File: src/rtl/bus_snoop_serializer.sv
// Bus snapshot serializer: captures CHANNELS x WIDTH bits on trig_in rising edges
// into a small FIFO and drains each entry as a framed word, one serial lane per channel.
module bus_snoop_serializer #(
   parameter int unsigned WIDTH     = 8,
   parameter int unsigned CHANNELS  = 3,
   parameter int unsigned DEPTH     = 4,
   parameter int unsigned DIV       = 2,
   parameter bit          MSB_FIRST = 1'b1
) (
   input  logic                      clk,
   input  logic                      reset,
   input  logic                      trig_in,
   input  logic [CHANNELS*WIDTH-1:0] d_in,
   output logic                      sclk,
   output logic [CHANNELS-1:0]       sdata,
   output logic                      frame,
   output logic                      idle,
   output logic                      overflow,
   output logic [7:0]                dropped_count
);

   localparam int unsigned AW  = $clog2(DEPTH);
   localparam int unsigned PW  = AW + 1;
   localparam int unsigned BW  = $clog2(WIDTH);
   localparam int unsigned DW  = (DIV > 1) ? $clog2(DIV) : 1;
   localparam int unsigned DBW = CHANNELS * WIDTH;

   typedef enum logic [1:0] {IDLE, LOAD, SHIFT, GAP} state_t;

   state_t          state;
   logic            trig_prev;
   logic [PW-1:0]   wr_ptr, rd_ptr, wr_nxt, rd_nxt;
   logic [DBW-1:0]  mem [0:DEPTH-1];
   logic [DBW-1:0]  head;
   logic [DBW-1:0]  shreg;
   logic [BW-1:0]   bitcnt;
   logic [DW-1:0]   div_cnt;
   logic            cap, full, pop, accept, drop, tick, nxt_empty;

   assign cap       = trig_in & ~trig_prev;
   assign full      = (wr_ptr[AW] != rd_ptr[AW]) && (wr_ptr[AW-1:0] == rd_ptr[AW-1:0]);
   assign pop       = (state == LOAD);
   // A pop in the same cycle frees the slot, so a capture into a full FIFO is still taken.
   assign accept    = cap & (~full | pop);
   assign drop      = cap & full & ~pop;
   assign tick      = (div_cnt == DW'(DIV - 1));
   assign wr_nxt    = accept ? wr_ptr + PW'(1) : wr_ptr;
   assign rd_nxt    = pop ? rd_ptr + PW'(1) : rd_ptr;
   assign nxt_empty = (wr_nxt == rd_nxt);
   assign head      = mem[rd_ptr[AW-1:0]];

   // Snapshot storage; contents are don't-care while empty, so no reset.
   always_ff @(posedge clk) begin
      if (accept) mem[wr_ptr[AW-1:0]] <= d_in;
   end

   always_ff @(posedge clk) begin
      if (reset) begin
         state         <= IDLE;
         trig_prev     <= 1'b0;
         wr_ptr        <= '0;
         rd_ptr        <= '0;
         shreg         <= '0;
         bitcnt        <= '0;
         div_cnt       <= '0;
         sclk          <= 1'b0;
         sdata         <= '0;
         frame         <= 1'b0;
         idle          <= 1'b1;
         overflow      <= 1'b0;
         dropped_count <= 8'd0;
      end else begin
         trig_prev <= trig_in;
         wr_ptr    <= wr_nxt;
         rd_ptr    <= rd_nxt;
         if (drop) begin
            overflow <= 1'b1;
            if (dropped_count != 8'hFF) dropped_count <= dropped_count + 8'd1;
         end
         idle <= nxt_empty & ((state == IDLE) | ((state == GAP) & tick));

         case (state)
            IDLE: begin
               div_cnt <= '0;
               if (!nxt_empty) state <= LOAD;
            end
            LOAD: begin
               shreg   <= head;
               for (int k = 0; k < CHANNELS; k++)
                  sdata[k] <= MSB_FIRST ? head[k*WIDTH + WIDTH - 1] : head[k*WIDTH];
               frame   <= 1'b1;
               sclk    <= 1'b0;
               bitcnt  <= '0;
               div_cnt <= '0;
               state   <= SHIFT;
            end
            SHIFT: begin
               div_cnt <= tick ? '0 : div_cnt + DW'(1);
               if (tick) begin
                  if (!sclk) begin
                     sclk <= 1'b1;
                  end else begin
                     sclk <= 1'b0;
                     if (bitcnt == BW'(WIDTH - 1)) begin
                        frame <= 1'b0;
                        sdata <= '0;
                        state <= GAP;
                     end else begin
                        bitcnt <= bitcnt + BW'(1);
                        for (int k = 0; k < CHANNELS; k++) begin
                           if (MSB_FIRST) begin
                              shreg[k*WIDTH +: WIDTH] <= {shreg[k*WIDTH +: WIDTH-1], 1'b0};
                              sdata[k] <= shreg[k*WIDTH + WIDTH - 2];
                           end else begin
                              shreg[k*WIDTH +: WIDTH] <= {1'b0, shreg[k*WIDTH + 1 +: WIDTH-1]};
                              sdata[k] <= shreg[k*WIDTH + 1];
                           end
                        end
                     end
                  end
               end
            end
            GAP: begin
               div_cnt <= tick ? '0 : div_cnt + DW'(1);
               if (tick) state <= nxt_empty ? IDLE : LOAD;
            end
            default: state <= IDLE;
         endcase
      end
   end

endmodule

File: config.mk
export PLATFORM = sky130hd
export DESIGN_NAME = bus_snoop_serializer
export DESIGN_NICKNAME = d
export VERILOG_FILES = /design/src/rtl/bus_snoop_serializer.sv
export SDC_FILE = /design/constraint.sdc
export NUM_CORES = 1
export LEC_CHECK = 0
export BUFFER_PORTS_ARGS = -buffer_cell sky130_fd_sc_hd__buf_4
export CAP_MARGIN = 25
export CORE_UTILIZATION = 64
export CTS_CLUSTER_SIZE = 20
export DETAILED_ROUTE_END_ITERATION = 16
export PLACE_DENSITY = 0.92
export SYNTH_ARGS = -nofsm -noshare
export SYNTH_HDL_FRONTEND = slang
export SYNTH_SLANG_ARGS = --single-unit
File: constraint.sdc
create_clock -name clk -period 6 [get_ports clk]
set_input_delay 0.3 -clock clk [delete_from_list [all_inputs] [get_ports clk]]
set_output_delay 0.3 -clock clk [all_outputs]
set_load 0.03 [all_outputs]
**Yosys cells after proc, flatten, opt, wreduce, memory -nomap -nowiden**

Memories as Yosys holds them, arrays and structs flattened. A register that Yosys moved wholly into a read port is not among the register bits.
Cells that the tools add are included.

- Memories kept: 1
- RAM bits: 96
- Flip-flop bits (word level): 51

Memory list:

| memory | words | bits a word | read ports | clocked after Yosys merged registers in | wr ports | RTL line | text |
|---|---|---|---|---|---|---|---|
| mem | 4 | 24 | 1 | 1 | 1 | 33 | `logic [DBW-1:0] mem [0:DEPTH-1];` |

- Reduce and logical (&&, ||, !) cells: 11
- $add $sub $neg: 5
- Bitwise gates (word level): 11
- Eq/ne operators: 14
- Muxes and demuxes: 33

Operators by type and width:

| cell | count |
|---|---|
| $mux W23 | 3 |
| $pmux W23 S2 | 1 |
| $mux W3 | 8 |
| $mux W2 | 6 |
| $ne A2 B2 Y1 const B | 6 |
| $pmux W3 S2 | 2 |
| $add A3 B1 Y3 const B | 3 |
| $mux W1 | 9 |
| $add A8 B1 Y8 const B | 1 |
| $ne A8 B8 Y1 const B | 1 |
| $pmux W2 S4 | 1 |
| $reduce_and A4 Y1 | 2 |
| $and A1 B1 Y1 | 6 |
| $pmux W1 S2 | 3 |
| $reduce_and A5 Y1 | 1 |
| $eq A2 B2 Y1 const B | 2 |
| $reduce_and A2 Y1 | 2 |
| $reduce_or A2 Y1 | 2 |
| $eq A3 B3 Y1 | 1 |
| $eq A3 B3 Y1 const B | 1 |
| $not A1 Y1 | 3 |
| $reduce_and A3 Y1 | 1 |
| $eq A2 B1 Y1 const B | 1 |
| $eq A2 B2 Y1 | 1 |
| 6 further kinds | 7 |

**Depth between registers and ports, before layout**

Gate-level depths: netlist (run 1).

- Depth in word-level cells: 10
- Gate-level depth with buffers: 10
- Mapped depth without buffers: 8

**Worst setup path before layout (run 1)**

Ideal clock, no wire load.

- Path kind: register -> register
- From: reg state[1]
- To: reg state[0]
- Setup slack: 3.696 ns
- Data required time: 5.914 ns
- Cell stages (with the launch flop): 10
- Path buffers: 2
- Library setup time: 0.086 ns
- Period minus slack after synthesis: 2.304 ns
- Arrival time: 2.217 ns
- Cell sequence: dfxtp_1 -> inv_1 -> ha_1 -> clkbuf_1 -> o41a_1 -> buf_6 -> mux2_4 -> o211ai_2 -> o21ai_2 -> a221oi_2

- Word-level cells in the longest chain between the ends: 8
- Elaborated cells between the ends (all ways): 18
- Those cells by class: eq/ne (9); mux (5); bitwise (2); reduce/logical (2)

RTL lines:

| what | RTL line | text |
|---|---|---|
| from (decl) | 30 | `state_t state;` |
| from (signal assigned) | 125 | `if (tick) state <= nxt_empty ? IDLE : LOAD;` |
| $eq A2 B1 Y1 | 42, 82 |  |
| $or A1 B1 Y1 | 44 | `assign accept = cap & (~full \| pop);` |
| $and A1 B1 Y1 | 44 |  |
| $mux W3 | 47 | `assign wr_nxt = accept ? wr_ptr + PW'(1) : wr_ptr;` |
| $eq A3 B3 Y1 | 49 | `assign nxt_empty = (wr_nxt == rd_nxt);` |
| $mux W1 | 125 |  |
| $mux W2 | 125 |  |
| $pmux W2 S4 | 82 | `case (state)` |

Parallel ways exist; a longest one is shown, timed or not. The select of a mux whose other input is x is not followed.
A chain may end at the register's enable or synchronous reset.

**Final worst setup path (run 1)**

- From: reg state[1]
- To: reg shreg[16]

- Word-level cells in the longest chain between the ends: 3
- Elaborated cells between the ends (all ways): 8
- Those cells by class: eq/ne (5); mux (1); reduce/logical (2)

RTL lines:

| what | RTL line | text |
|---|---|---|
| $eq A2 B2 Y1 or $eq A2 B1 Y1 (tied branches) | 82 |  |
| $ne A2 B2 Y1 (no line) or $reduce_bool A2 Y1 (tied branches) | -- |  |
| $reduce_and A4 Y1 (no line) | -- |  |
| to (signal, indexed assignment) | 112 | `shreg[k*WIDTH +: WIDTH] <= {shreg[k*WIDTH +: WIDTH-1], 1'b0};` |
| to (signal, indexed assignment) | 115 | `shreg[k*WIDTH +: WIDTH] <= {1'b0, shreg[k*WIDTH + 1 +: WIDTH-1]};` |
| to (decl) | 35 | `logic [DBW-1:0] shreg;` |

Parallel ways exist; a longest one is shown, timed or not.

==> results of run 1 <==
==> layout make-up <==
type	instances	area share (%)
Clock inverter	14	2.21
Timing Repair Buffer	73	9.45
Sequential cell	145	54.3
Tap cell	108	1.90
Clock buffer	18	5.87
Multi-Input combinational cell	213	26.0
Inverter	6	0.316
==> state kept, by name, indices dropped and copies added (netlist names), 2 cells and up <==
signal         cells
state              2
rd_ptr             3
wr_ptr             3
shreg             21
mem               96
bitcnt             3
sdata              3
dropped_count      8
==> worst paths after layout <==
| path | slack [ns] | end | from |
|---|---|---|---|
| min reg2reg | 0.46 | shreg[20] | shreg[20] |
| min | 0.02 | trig_prev | trig_in |
| max reg2reg | 3.20 | shreg[16] | state[1] |
| max | 3.20 | shreg[16] | state[1] |
==> stage by stage <==
stage	std cells	worst slack [ns]	hold slack, ns
5_1_grt	577	3.12	0.0222
3_3_place_gp	516	2.88	0.443
6_report	577	3.20	0.0188
3_5_place_dp	518	2.80	0.446
2_1_floorplan	385	3.70	0.399
4_1_cts	574	2.60	0.00208
==> metal layers <==
metal	share of wire [%]	vias up	global-route usage (%)	routed length, um
met1	37	1801	34.7	4800
met3	6.8	41	7.63	894
li1	-	1599	-	-
met2	53	214	48.4	6940
met4	3.6	0	11.8	466
met5	0	-	0	0
==> synthesized netlist by cell type (2+ instances only) <==
master and instances:
buf_1 5, buf_6 2, nor3_1 2, nand2_1 18, o221ai_1 4, nand4_1 3
mux4_2 24, xor2_1 8, buf_2 2, a21oi_1 11, mux2i_1 17, inv_1 6
a22oi_1 6, nand3_1 9, dfxtp_1 49, nor2b_1 6, and2_1 5, nor2_1 38
nand2b_1 3, a31oi_1 2, clkbuf_1 11, ha_1 13, edfxtp_1 96, xnor2_1 8
o21ai_1 5, a211oi_1 13
==> cells by family (layout without fill, tap and decap cells) <==
group / Yosys count / after routing
DFF: 145 / 145
and+or+nand+nor: 90 / 90
AOI/OAI and AO/OA: 50 / 50
muxes: 43 / 43
buffers and inverters: 27 / 111
xor gates and xnor gates: 17 / 17
adders and majority gates: 13 / 13
==> worst max-delay path, stage by stage, from the launching register on <==
cell	delay, ns
dfxtp_1	0.35
inv_1	0.12
ha_1	0.39
nor2b_1	0.87
nor2_1	0.47
a22oi_1	0.36
nor2_1	0.08
==> power by group <==
part	switching [W]	leakage, nW	internal (W)
Combinational	0.000422	0.989	0.000324
Clock	0.000436	0.280	0.000599
Sequential	0.0000733	1.28	0.00117
==> what timing repair did <==
| action | in CTS | in global routing |
|---|---|---|
| endpoints found under the hold margin | 96 | 0 |
| hold buffers | 24 | 0 |
| gates resized for setup | 0 | 0 |
==> cell usage in the layout (no fill, tap or decap), types with 6 or more instances in the layout <==
master / synthesis / routed
a21oi_1: 11 / 11
ha_1: 13 / 13
inv_1: 6 / 6
mux4_2: 24 / 24
a22oi_1: 6 / 6
xor2_1: 8 / 8
nor2b_1: 6 / 6
nand3_1: 9 / 9
clkbuf_16: 0 / 17
nand2_1: 18 / 18
dlygate4sd3_1: 0 / 24
nor2_1: 38 / 38
mux2i_1: 17 / 17
a211oi_1: 13 / 13
edfxtp_1: 96 / 96
dfxtp_1: 49 / 48
xnor2_1: 8 / 8
buf_4: 1 / 44
==> results.py, run 1 <==
metrics = {
    "placement": {
        "numPortBuffers": 41,
        "place_area_um2": 6240,
        "dpl.hpwl_mm": 6.59,
        "gp_congestion": 0.763,
    },
    "timing": {
        "setup_viol": 0,
        "worst_pin_slew_ns": 1.03,
        "period_needed_ns": 2.80,
        "slew_headroom_pct": 31.3,
        "clock_skew_ns": 0.0111,
        "slew_viol_final": 0,
        "fmax_mhz": 358,
        "grt_setup_unrepaired": "false",
        "final.setup.tns_ns": 0,
        "fin_crit_sh_pct": 46.6,
        "finalHoldViolations": 0,
    },
    "cells_and_area": {
        "nNetsFinal": 496,
        "regArea_um2": 3860,
        "post-route-util_pct": 81.3,
        "postLayoutCellArea_um2": 7120,
        "area_growth_pct": 22.1,
        "fill_cells": 418,
        "layout-drive-gt1-share_pct": 23.5,
        "n_antenna_cell": 0,
        "multiInputGateArea_um2": 1850,
    },
    "synthesis": {
        "synth-main-ff-cell": "edfxtp_1",
        "synthArstFlopShare_pct": 0,
        "yosysSeqAreaShare_pct": 66.3,
        "synth-edff-count": 96,
        "yosysUniqueCellTypes": 45,
        "synth_xor_xnor_area_share_pct": 2.79,
        "yosys.area.top_type": "edfxtp_1",
        "syn_area_per_cell_um2": 15.1,
        "syn_area_um2": 5830,
        "yosys.area_share.simple_pct": 7.10,
        "synth_top_area_share_pct": 49.4,
        "synth_mux_area_share_pct": 12.6,
        "yosysWarnings": 0,
        "yosys_register_bits": 145,
        "yosys-top-cells-area": "edfxtp_1, dfxtp_1, mux4_2",
        "synth_top_family_by_area": "multiplexers",
        "synth-compound-area-share_pct": 6.33,
        "syn_nets": 425,
        "synthCells": 385,
        "synth_fa_ha_area_share_pct": 2.79,
    },
    "die": {
        "die_h_um": 97.5,
        "rows": 34,
        "dieArea_um2": 9500,
        "die_w_um": 97.5,
        "ios": 42,
        "start_util_pct": 66.5,
        "core_area_um2": 8760,
    },
    "route": {
        "avgViaCountPerCell": 6.33,
        "vias": 3655,
        "drtPass1Iterations": 5,
        "drt_first_iter_violations": 345,
        "drt-total-wl_mm": 13.1,
        "ant_nets": 0,
        "route.detailed.drc": 0,
        "wire_per_inst_um": 22.7,
    },
    "worst_hold_path": {
        "min_path_cells": 2,
        "min_path_type": "input pin to flop",
    },
    "cts": {
        "cts_sinks": 145,
        "clock_latency_ns": 0.53,
        "root_buffer": "clkbuf_8",
        "post_cts_buffers": 0,
        "cts_tree": "yes",
        "clk_pin_slew_worst_paths_ns": 0.06,
        "cts_max_level": 4,
        "cts_inserted_buffers": 17,
        "clockBufferDepth": 2,
    },
    "setup_path": {
        "cp-start-kind": "flop",
        "path_max_fanout": 13,
        "cp_data_arrival_time_ns": 3.18,
        "worstSetupPathType": "flop to flop",
        "endpoint_kind": "flop",
        "worstPathRequired_ns": 6.39,
        "worstRegToRegCells": 6,
    },
    "pwr": {
        "p_per_area_nw_per_um2": 425,
        "irDropWorstVdd_uv": 270,
        "cellLeakagePower_nw": 2.55,
        "power_w": 0.00303,
    },
    "run": {
        "max_cap_violations": 0,
    },
    "global_route": {
        "grt_pass1_wl_mm": 19.9,
        "grt_pass1_vias": 3690,
        "gr-usage-all-layers_pct": 28.5,
        "antenna_found_initial": 0,
        "grt-ovfl-total": 0,
        "grt_start_max_net_pins": 51,
    },
    "run_status": {
        "status": "completed",
    },
}
Power figures use the tool's default switching activity.
==> inputs of run 2 (changes only) <==
--- a/config.mk
+++ b/config.mk
@@ -7,10 +7,10 @@
 export LEC_CHECK = 0
 export BUFFER_PORTS_ARGS = -buffer_cell sky130_fd_sc_hd__buf_4
 export CAP_MARGIN = 25
-export CORE_UTILIZATION = 64
+export CORE_UTILIZATION = 59
 export CTS_CLUSTER_SIZE = 20
 export DETAILED_ROUTE_END_ITERATION = 16
-export PLACE_DENSITY = 0.92
+export PLACE_DENSITY = 0.86
 export SYNTH_ARGS = -nofsm -noshare
 export SYNTH_HDL_FRONTEND = slang
 export SYNTH_SLANG_ARGS = --single-unit
==> constraint.sdc (replaced) <==
create_clock -name clk -period 2.6 [get_ports clk]
set_input_delay 0.13 -clock clk [delete_from_list [all_inputs] [get_ports clk]]
set_output_delay 0.13 -clock clk [all_outputs]
set_load 0.03 [all_outputs]
==> run 2 against run 1 <==
Compared with the run above: critical path depth rose by 1; via count is 5.0% lower; cell area grew 0.60%; power is 130% higher; sequential share of layout area down 0.32 points; die area grew 8.3%; combinational power grew 120%; setup slack worse by 3.1 ns; global-route usage is 3.0 points lower; count of clock-buffer cells in the layout up 3.
==> results.py, run 2 (synthesis results as in run 1) <==
metrics = {
    "run_status": {
        "status": "completed",
    },
    "setup_path": {
        "path_max_fanout": 8,
        "worstPathRequired_ns": 3.04,
        "cp_data_arrival_time_ns": 2.91,
        "cp-start-kind": "flop",
        "worstSetupPathType": "flop to flop",
        "endpoint_kind": "flop",
    },
    "global_route": {
        "gr-usage-all-layers_pct": 25.5,
        "antenna_found_initial": 0,
        "grt_pass1_vias": 3583,
        "grt_start_max_net_pins": 51,
        "grt-ovfl-total": 0,
        "grt_pass1_wl_mm": 18.4,
    },
    "cells_and_area": {
        "fill_cells": 532,
        "layout-drive-gt1-share_pct": 23.7,
        "n_antenna_cell": 0,
        "regArea_um2": 3860,
        "area_growth_pct": 22.8,
        "layout_commonest_cell": "edfxtp_1",
        "multiInputGateArea_um2": 1850,
        "stdcell_count": 602,
        "largest_reg_flops": 96,
        "post-route-util_pct": 76.1,
        "nNetsFinal": 500,
        "final_cell_mix": "edfxtp_1, dfxtp_1, buf_4",
    },
    "worst_hold_path": {
        "min_path_type": "input pin to flop",
    },
    "placement": {
        "dp_worst_setup_slack_ns": 0.133,
        "gp_congestion": 0.763,
        "numPortBuffers": 41,
        "numPlacedInstances": 544,
        "dpl.hpwl_mm": 6.46,
    },
    "route": {
        "avgViaCountPerCell": 5.77,
        "vias": 3472,
        "route.detailed.drc": 0,
        "drtPass1Iterations": 5,
        "ant_nets": 0,
        "drt-total-wl_mm": 11.7,
        "drt_first_iter_violations": 147,
        "wire_per_inst_um": 19.4,
    },
    "pwr": {
        "p_per_area_nw_per_um2": 957,
        "irDropWorstVdd_uv": 671,
        "power_w": 0.00685,
        "cellLeakagePower_nw": 2.55,
    },
    "timing": {
        "fmax_mhz": 404,
        "slew_viol_final": 0,
        "worst_pin_slew_ns": 0.856,
        "slew_headroom_pct": 42.7,
        "worst_slack_ns": 0.125,
        "grt_setup_unrepaired": "false",
        "setup_viol": 0,
        "finalHoldViolations": 0,
        "period_needed_ns": 2.47,
        "final.setup.tns_ns": 0,
        "fin_crit_sh_pct": 95.2,
        "clock_skew_ns": 0.00933,
    },
    "cts": {
        "cts_tree": "yes",
        "cts_inserted_buffers": 17,
        "cts_max_level": 4,
        "clock_latency_ns": 0.53,
        "cts_sinks": 145,
        "clockBufferDepth": 2,
        "root_buffer": "clkbuf_8",
        "post_cts_buffers": 0,
        "clk_pin_slew_worst_paths_ns": 0.06,
    },
    "die": {
        "die_w_um": 101,
        "rows": 35,
        "core_area_um2": 9420,
        "die_h_um": 101,
        "start_util_pct": 61.9,
        "ios": 42,
        "dieArea_um2": 10300,
    },
    "run": {
        "max_cap_violations": 0,
    },
}
-- run 2: cell types whose count changed in the layout (fill, tap and decap cells not counted), sizes merged --
cell and change:
buf +4, clkbuf +2, dlygate4sd3 +1, clkinv -3, clkinvlp +2, inv -2
-- run 2: path summary, 6_finish.rpt --
check	startpoint	slack [ns]	cells after the start	to
setup / recovery	state[1]	0.13	7	state[0]
hold / removal	reset	0.05	2	dropped_count[0]
setup reg to reg	state[1]	0.13	7	state[0]
hold reg to reg	shreg[22]	0.45	2	shreg[22]
-- run 2: metrics by stage --
step / cell area [um^2] / hold slack (ns)
floorplan: 5830 / 0.229
global placement: 6320 / 0.328
detailed placement: 6320 / 0.333
CTS: 7150 / 0.0496
global route: 7160 / 0.0606
finish: 7160 / 0.0542
-- run 2: routing by layer --
| layer | vias to the layer above | GRT usage, % | wire length (um) |
|---|---|---|---|
| li1 | 1604 | - | - |
| met1 | 1720 | 30.8 | 4760 |
| met2 | 120 | 42.3 | 5940 |
| met3 | 28 | 6.97 | 617 |
| met4 | 0 | 13.0 | 356 |
| met5 | - | 0 | 0 |
-- run 2: layout make-up --
class | count | area share, %
Timing Repair Buffer | 77 | 9.57
Clock inverter | 11 | 1.82
Multi-Input combinational cell | 213 | 25.8
Tap cell | 129 | 2.25
Sequential cell | 145 | 54.0
Clock buffer | 21 | 6.27
Inverter | 6 | 0.314
-- run 2: critical path, stage by stage (launching register included) --
cell and delay, ns:
dfxtp_1 0.41, inv_1 0.12, ha_1 0.31, o41a_1 0.50, mux2_4 0.36, o211ai_2 0.27
o21ai_2 0.12, a221oi_2 0.30
-- run 2: power breakdown --
group | leakage (nW) | internal (W) | switching, W | total (W)
Sequential | 1.28 | 0.00271 | 0.000140 | 0.00285
Clock | 0.273 | 0.00142 | 0.000925 | 0.00235
Combinational | 1.00 | 0.000738 | 0.000921 | 0.00166
Total | 2.55 | 0.00487 | 0.00199 | 0.00685
-- run 2: what timing repair did --
item | 4_1_cts | 5_1_grt
endpoints found under the setup margin | 0 | 1
hold buffers | 25 | 0
gates resized for setup | 0 | 0
endpoints found under the hold margin | 97 | 0
